## src/rtl/res_arb.sv

```systemverilog
// res_arb: two-port round-robin arbiter with lock for the shared 16384x8 DT result RAM
//   clk, reset (async, active-low)
//   port A (DT engine) / port B (host): x_req, x_we, x_lock, x_addr, x_wdata in; x_gnt, x_rvalid, x_rdata out
//   RAM side: res_rd, res_wr, res_addr, res_do out (registered); res_di in (valid one cycle after res_rd)
//   optional RES_ARB_STATS_EN: a_beats, b_beats, stall_cycles (16-bit saturating)
module res_arb #(
  parameter int AW = 14,
  parameter int DW = 8,
  parameter int LOCK_MAX = 8
) (
  input  logic          clk,
  input  logic          reset,
  input  logic          a_req,
  input  logic          a_we,
  input  logic          a_lock,
  input  logic [AW-1:0] a_addr,
  input  logic [DW-1:0] a_wdata,
  output logic          a_gnt,
  output logic          a_rvalid,
  output logic [DW-1:0] a_rdata,
  input  logic          b_req,
  input  logic          b_we,
  input  logic          b_lock,
  input  logic [AW-1:0] b_addr,
  input  logic [DW-1:0] b_wdata,
  output logic          b_gnt,
  output logic          b_rvalid,
  output logic [DW-1:0] b_rdata,
  output logic          res_rd,
  output logic          res_wr,
  output logic [AW-1:0] res_addr,
  output logic [DW-1:0] res_do,
  input  logic [DW-1:0] res_di
`ifdef RES_ARB_STATS_EN
  ,
  output logic [15:0]   a_beats,
  output logic [15:0]   b_beats,
  output logic [15:0]   stall_cycles
`endif
);
  typedef enum logic [1:0] {ARB, LOCK_A, LOCK_B} state_t;
  state_t state, state_n;
  logic last_b, last_b_n;
  logic [7:0] cnt, cnt_n;
  logic own_b;
  logic cnt_max;
  logic acc, we;
  assign cnt_max = cnt == 8'(LOCK_MAX);
  assign acc = a_gnt | b_gnt;
  assign we = b_gnt ? b_we : a_we;
  assign a_rdata = res_di;
  assign b_rdata = res_di;
  always_comb begin
    a_gnt = 1'b0;
    b_gnt = 1'b0;
    state_n = state;
    last_b_n = last_b;
    cnt_n = cnt;
    case (state)
      ARB: begin
        a_gnt = a_req & (~b_req | last_b);
        b_gnt = b_req & ~a_gnt;
        if (a_gnt) begin
          last_b_n = 1'b0;
          state_n = a_lock ? LOCK_A : ARB;
          cnt_n = a_lock ? 8'd1 : 8'd0;
        end else if (b_gnt) begin
          last_b_n = 1'b1;
          state_n = b_lock ? LOCK_B : ARB;
          cnt_n = b_lock ? 8'd1 : 8'd0;
        end
      end
      LOCK_A: begin
        // at the limit with B waiting, A is refused this cycle so B wins the next arbitration
        if (cnt_max && b_req) begin
          state_n = ARB;
          last_b_n = 1'b0;
          cnt_n = 8'd0;
        end else if (a_req) begin
          a_gnt = 1'b1;
          state_n = a_lock ? LOCK_A : ARB;
          last_b_n = a_lock ? last_b : 1'b0;
          cnt_n = !a_lock ? 8'd0 : cnt_max ? cnt : cnt + 8'd1;
        end
      end
      LOCK_B: begin
        if (cnt_max && a_req) begin
          state_n = ARB;
          last_b_n = 1'b1;
          cnt_n = 8'd0;
        end else if (b_req) begin
          b_gnt = 1'b1;
          state_n = b_lock ? LOCK_B : ARB;
          last_b_n = b_lock ? last_b : 1'b1;
          cnt_n = !b_lock ? 8'd0 : cnt_max ? cnt : cnt + 8'd1;
        end
      end
      default: state_n = ARB;
    endcase
  end
  always_ff @(posedge clk or negedge reset)
    if (!reset) begin
      state <= ARB;
      last_b <= 1'b1;
      cnt <= 8'd0;
      res_rd <= 1'b0;
      res_wr <= 1'b0;
      res_addr <= '0;
      res_do <= '0;
      own_b <= 1'b0;
      a_rvalid <= 1'b0;
      b_rvalid <= 1'b0;
    end else begin
      state <= state_n;
      last_b <= last_b_n;
      cnt <= cnt_n;
      res_rd <= acc & ~we;
      res_wr <= acc & we;
      if (acc) begin
        res_addr <= b_gnt ? b_addr : a_addr;
        res_do <= b_gnt ? b_wdata : a_wdata;
        own_b <= b_gnt;
      end
      // RAM data lands one cycle after the strobe, so rvalid follows the strobe by one register
      a_rvalid <= res_rd & ~own_b;
      b_rvalid <= res_rd & own_b;
    end
`ifdef RES_ARB_STATS_EN
  always_ff @(posedge clk or negedge reset)
    if (!reset) begin
      a_beats <= '0;
      b_beats <= '0;
      stall_cycles <= '0;
    end else begin
      a_beats <= a_beats + {15'd0, a_gnt & ~&a_beats};
      b_beats <= b_beats + {15'd0, b_gnt & ~&b_beats};
      stall_cycles <= stall_cycles + {15'd0, ((a_req & ~a_gnt) | (b_req & ~b_gnt)) & ~&stall_cycles};
    end
`endif
endmodule

```

## config.mk

```make
export PLATFORM = sky130hd
export DESIGN_NAME = res_arb
export DESIGN_NICKNAME = d
export VERILOG_FILES = /design/src/rtl/res_arb.sv
export SDC_FILE = /design/constraint.sdc
export NUM_CORES = 1
export LEC_CHECK = 0
export CORE_MARGIN = 1.5
export CORE_UTILIZATION = 25
export CTS_CLUSTER_DIAMETER = 30
export CTS_CLUSTER_SIZE = 40
export DETAILED_ROUTE_END_ITERATION = 10
export GPL_TIMING_DRIVEN = 0
export PLACE_DENSITY = 0.5
export SLEW_MARGIN = 20
export SYNTH_ARGS = -nofsm -noshare
export SYNTH_HDL_FRONTEND = slang
export SYNTH_SLANG_ARGS = --single-unit
```

## constraint.sdc

```tcl
create_clock -name clk -period 2 [get_ports clk]
set_input_delay 0.4 -clock clk [delete_from_list [all_inputs] [get_ports clk]]
set_output_delay 0.4 -clock clk [all_outputs]
set_load 0.02 [all_outputs]
```

==> results_dict.tcl <==
set metrics [dict create \
    total_power_mw 5.49 \
    maxSlewHeadroom_pct 64.0 \
    dp_cells 515 \
    setup.worst_path.start_class "flop" \
    drv.max_cap_violation_count 0 \
    insertedDiodeCount 0 \
    crit_required_ps 1600 \
    synthCells 287 \
    detailroute.via_count 2776 \
    synth_edf_count 0 \
    cpMostUsedCell "buf_6" \
    place_hpwl_um 5870 \
    post_synth_instance_area_um2 2460 \
    core.rowCount 36 \
    postSynth.asyncResetShare_pct 100 \
    setup_slack_ps -222 \
    setup_viol 11 \
    endpoint_kind "output pin" \
    power.internal_mw 3.14 \
    pin_count_of_the_biggest_net_entering_global_routing 21 \
    design_area_um2 4170 \
    status "finished with violations" \
    multi_input_area_um2 1440 \
    placedInstanceArea_um2 3600 \
    first_pass_grt_wire_length_um 13500 \
    synth_top_flop_cell "dfrtp_1" \
    pwr-share-seq_pct 24.8 \
    die-width_um 102 \
    failed_checks "negative setup slack" \
    place_worst_setup_slack_ps -1070 \
    path_max_fanout 3 \
    crit_path_top_delay_cell "dfrtp_1" \
    seq_total_area_yosys_pct 38.7 \
    worst_path_largest_cell_delay_ps 400 \
    irDropWorstVdd_mv 0.561 \
    share_of_post_route_cells_with_drive_strength_above_1_pct 23.3 \
    synth.lib_cells_used.distinct 41 \
    crit_type "flop to output pin" \
    route.detailed.drc 0 \
    power.clock.fraction_pct 12.1 \
    post_drt_wl_per_cell_um 16.0 \
    n_fill_cell 969 \
    cts_hold_buf 0 \
    worst-path-buf-inv 5 \
    post_route_clock_period_utilization_pct 111 \
    synth_area_leader_cell "dfrtp_1" \
    rsz0062_at_grt "true" \
    worst-endpoint-arrival_ps 1820 \
    ctsRootBufferMaster "clkbuf_8" \
    share_of_the_synthesized_area_in_the_top_cell_type_pct 37.6 \
    initial_antenna_violation_count 0 \
    cts_buffer_count 5 \
    die_area_um2 10400 \
    max_clk_rate_mhz 450 \
    timing.clock.skew_ps 10.7 \
    switching_share_pct 42.8 \
    die_height_um 102 \
    gpl.final_weighted_congestion 0.764 \
    p_sw_mw 2.35 \
    detail_route.iter0.violations 106 \
    layout_min_cycle_time_ps 2220 \
    synth-warning-count 0 \
    vias_per_cell 5.09 \
    p_per_area_nw_per_um2 1320 \
    sequential_cell_area_um2 952 \
    first_global_vias 2813 \
    critical-path-top-delay-family "buffers and inverters" \
    drtPass1Iterations 4 \
    most_common_library_cell_in_the_layout_ignoring_fill_and_taps "clkdlybuf4s50_1" \
    fin_cells 545 \
    ys_seq_elements 38 \
    antenna_nets_post_route 0 \
    port_buffers 94 \
    timing_max_transition_violations_final 0 \
    worstHoldPathType "input port to asynchronous set/reset pin" \
    clock_tree.buffer_depth 2 \
    area.growth.synth_to_final_pct 69.2 \
    synth.avg_cell_area_um2 8.58 \
    finish.net_count 477 \
    clock_latency_ps 300 \
    part_of_the_power_in_combinational_logic_pct 63.1 \
    postSynthNetCount 353 \
    max_slew.worst_pin.slew_ps 540 \
    final_hold_viol_count 0 \
    layout_common_cells "90 x clkdlybuf4s50_1, 47 x nand3_1, 37 x dfrtp_1" \
    cts_tree "built" \
    total_leakage_power_nw 1.66 \
    wl_um 8710 \
    worstPathCellList "inv_2 -> ha_4 -> nor3b_4 -> buf_4 -> a31oi_4 -> o21ai_2 -> buf_6 -> inv_4 -> buf_6" \
    fp.coreArea_um2 9640 \
    cts.clk_slew.worst_paths_ps 80 \
    synth_area_leaders "dfrtp_1 38%, nand3_1 9.6%, a41oi_1 8.2%" \
    cts_max_level 2 \
    grt_overflow 0 \
    global_route.usage.total_pct 16.5 \
    number_of_i_o_pins 104 \
    clock_sinks 38 \
    initial_core_utilization_pct 25.5 \
]
final cells by class:
type / count / area share, %
multi-input cells: 200 / 34.5
repair buffers: 118 / 27.7
flip-flops and latches: 38 / 22.9
plain buffers: 37 / 7.27
well taps: 133 / 4.00
clock buffers: 7 / 1.83
inverters: 11 / 1.05
clock inverters: 1 / 0.721
stage by stage:
| stage | hold WS, ps | utilization, % | TNS (ps) |
|---|---|---|---|
| finish | 80.4 | 43.2 | -1270 |
| global route | 122 | 43.2 | -3120 |
| CTS | 94.0 | 41.3 | -601 |
| detailed placement | 413 | 37.3 | -20020 |
| global placement | 442 | 37.1 | -43050 |
| floorplan | 104 | - | -43.9 |
state kept, by name (all words and copies together) (netlist names), 2 cells and up:
| name | count |
|---|---|
| res_do | 8 |
| res_addr | 14 |
| state | 2 |
| cnt | 8 |
final timing paths:
path                        start        end  slack [ps]  cells past startpoint
setup / recovery           cnt[0]      b_gnt        -220                      9
hold / removal              reset  res_do[5]          80                      1
setup reg to reg           cnt[0]     cnt[7]        -150                      9
hold reg to reg             own_b   a_rvalid         460                      1
max in group asynchronous   reset     cnt[1]        1440                      2
min in group clk            own_b   a_rvalid         460                      1
timing repair:
action | CTS | global route
cloned | 1 | 0
setup buffers | 16 | 6
pin swaps | 9 | 9
gates resized for setup | 59 | 49
setup endpoints to repair | 37 | 35
routing by layer:
metal | GRT usage [%] | vias up | routed length [µm]
met2 | 27.6 | 102 | 4170
met1 | 21.2 | 1360 | 3850
met5 | 0 | - | 0
met3 | 3.42 | 13 | 526
met4 | 5.37 | 0 | 156
li1 | - | 1301 | -
Yosys cell counts (all sizes together) (2+ instances only):
master,count
o31ai,3
a21boi,2
ha,6
and2,4
nor2b,4
dfrtp,37
a22oi,22
inv,11
nand2,11
nand2b,6
a21oi,8
nor2,28
clkbuf,19
a41oi,23
nor3b,2
buf,19
a31oi,2
o21ai,11
nand3,47
and3,4
o22ai,3
kinds of logic (layout without fill, tap and decap cells):
family,count (synthesis),in the layout,share of synthesized area (%)
mux,2,2,0.864
buf+inv,49,174,10.1
fa+ha+maj,6,6,3.05
compound gates,81,81,24.4
flops,38,38,38.7
simple gates,111,111,22.9
power groups by stage:
stage	registers [mW]	clock network, mW	logic (mW)
floorplan	1.63	0	1.39
CTS	1.35	0.679	3.16
global route	1.39	0.708	3.75
finish	1.36	0.667	3.47
global placement	1.36	0	2.79
detailed placement	1.37	0	2.81
Power figures use the tool's default switching activity.
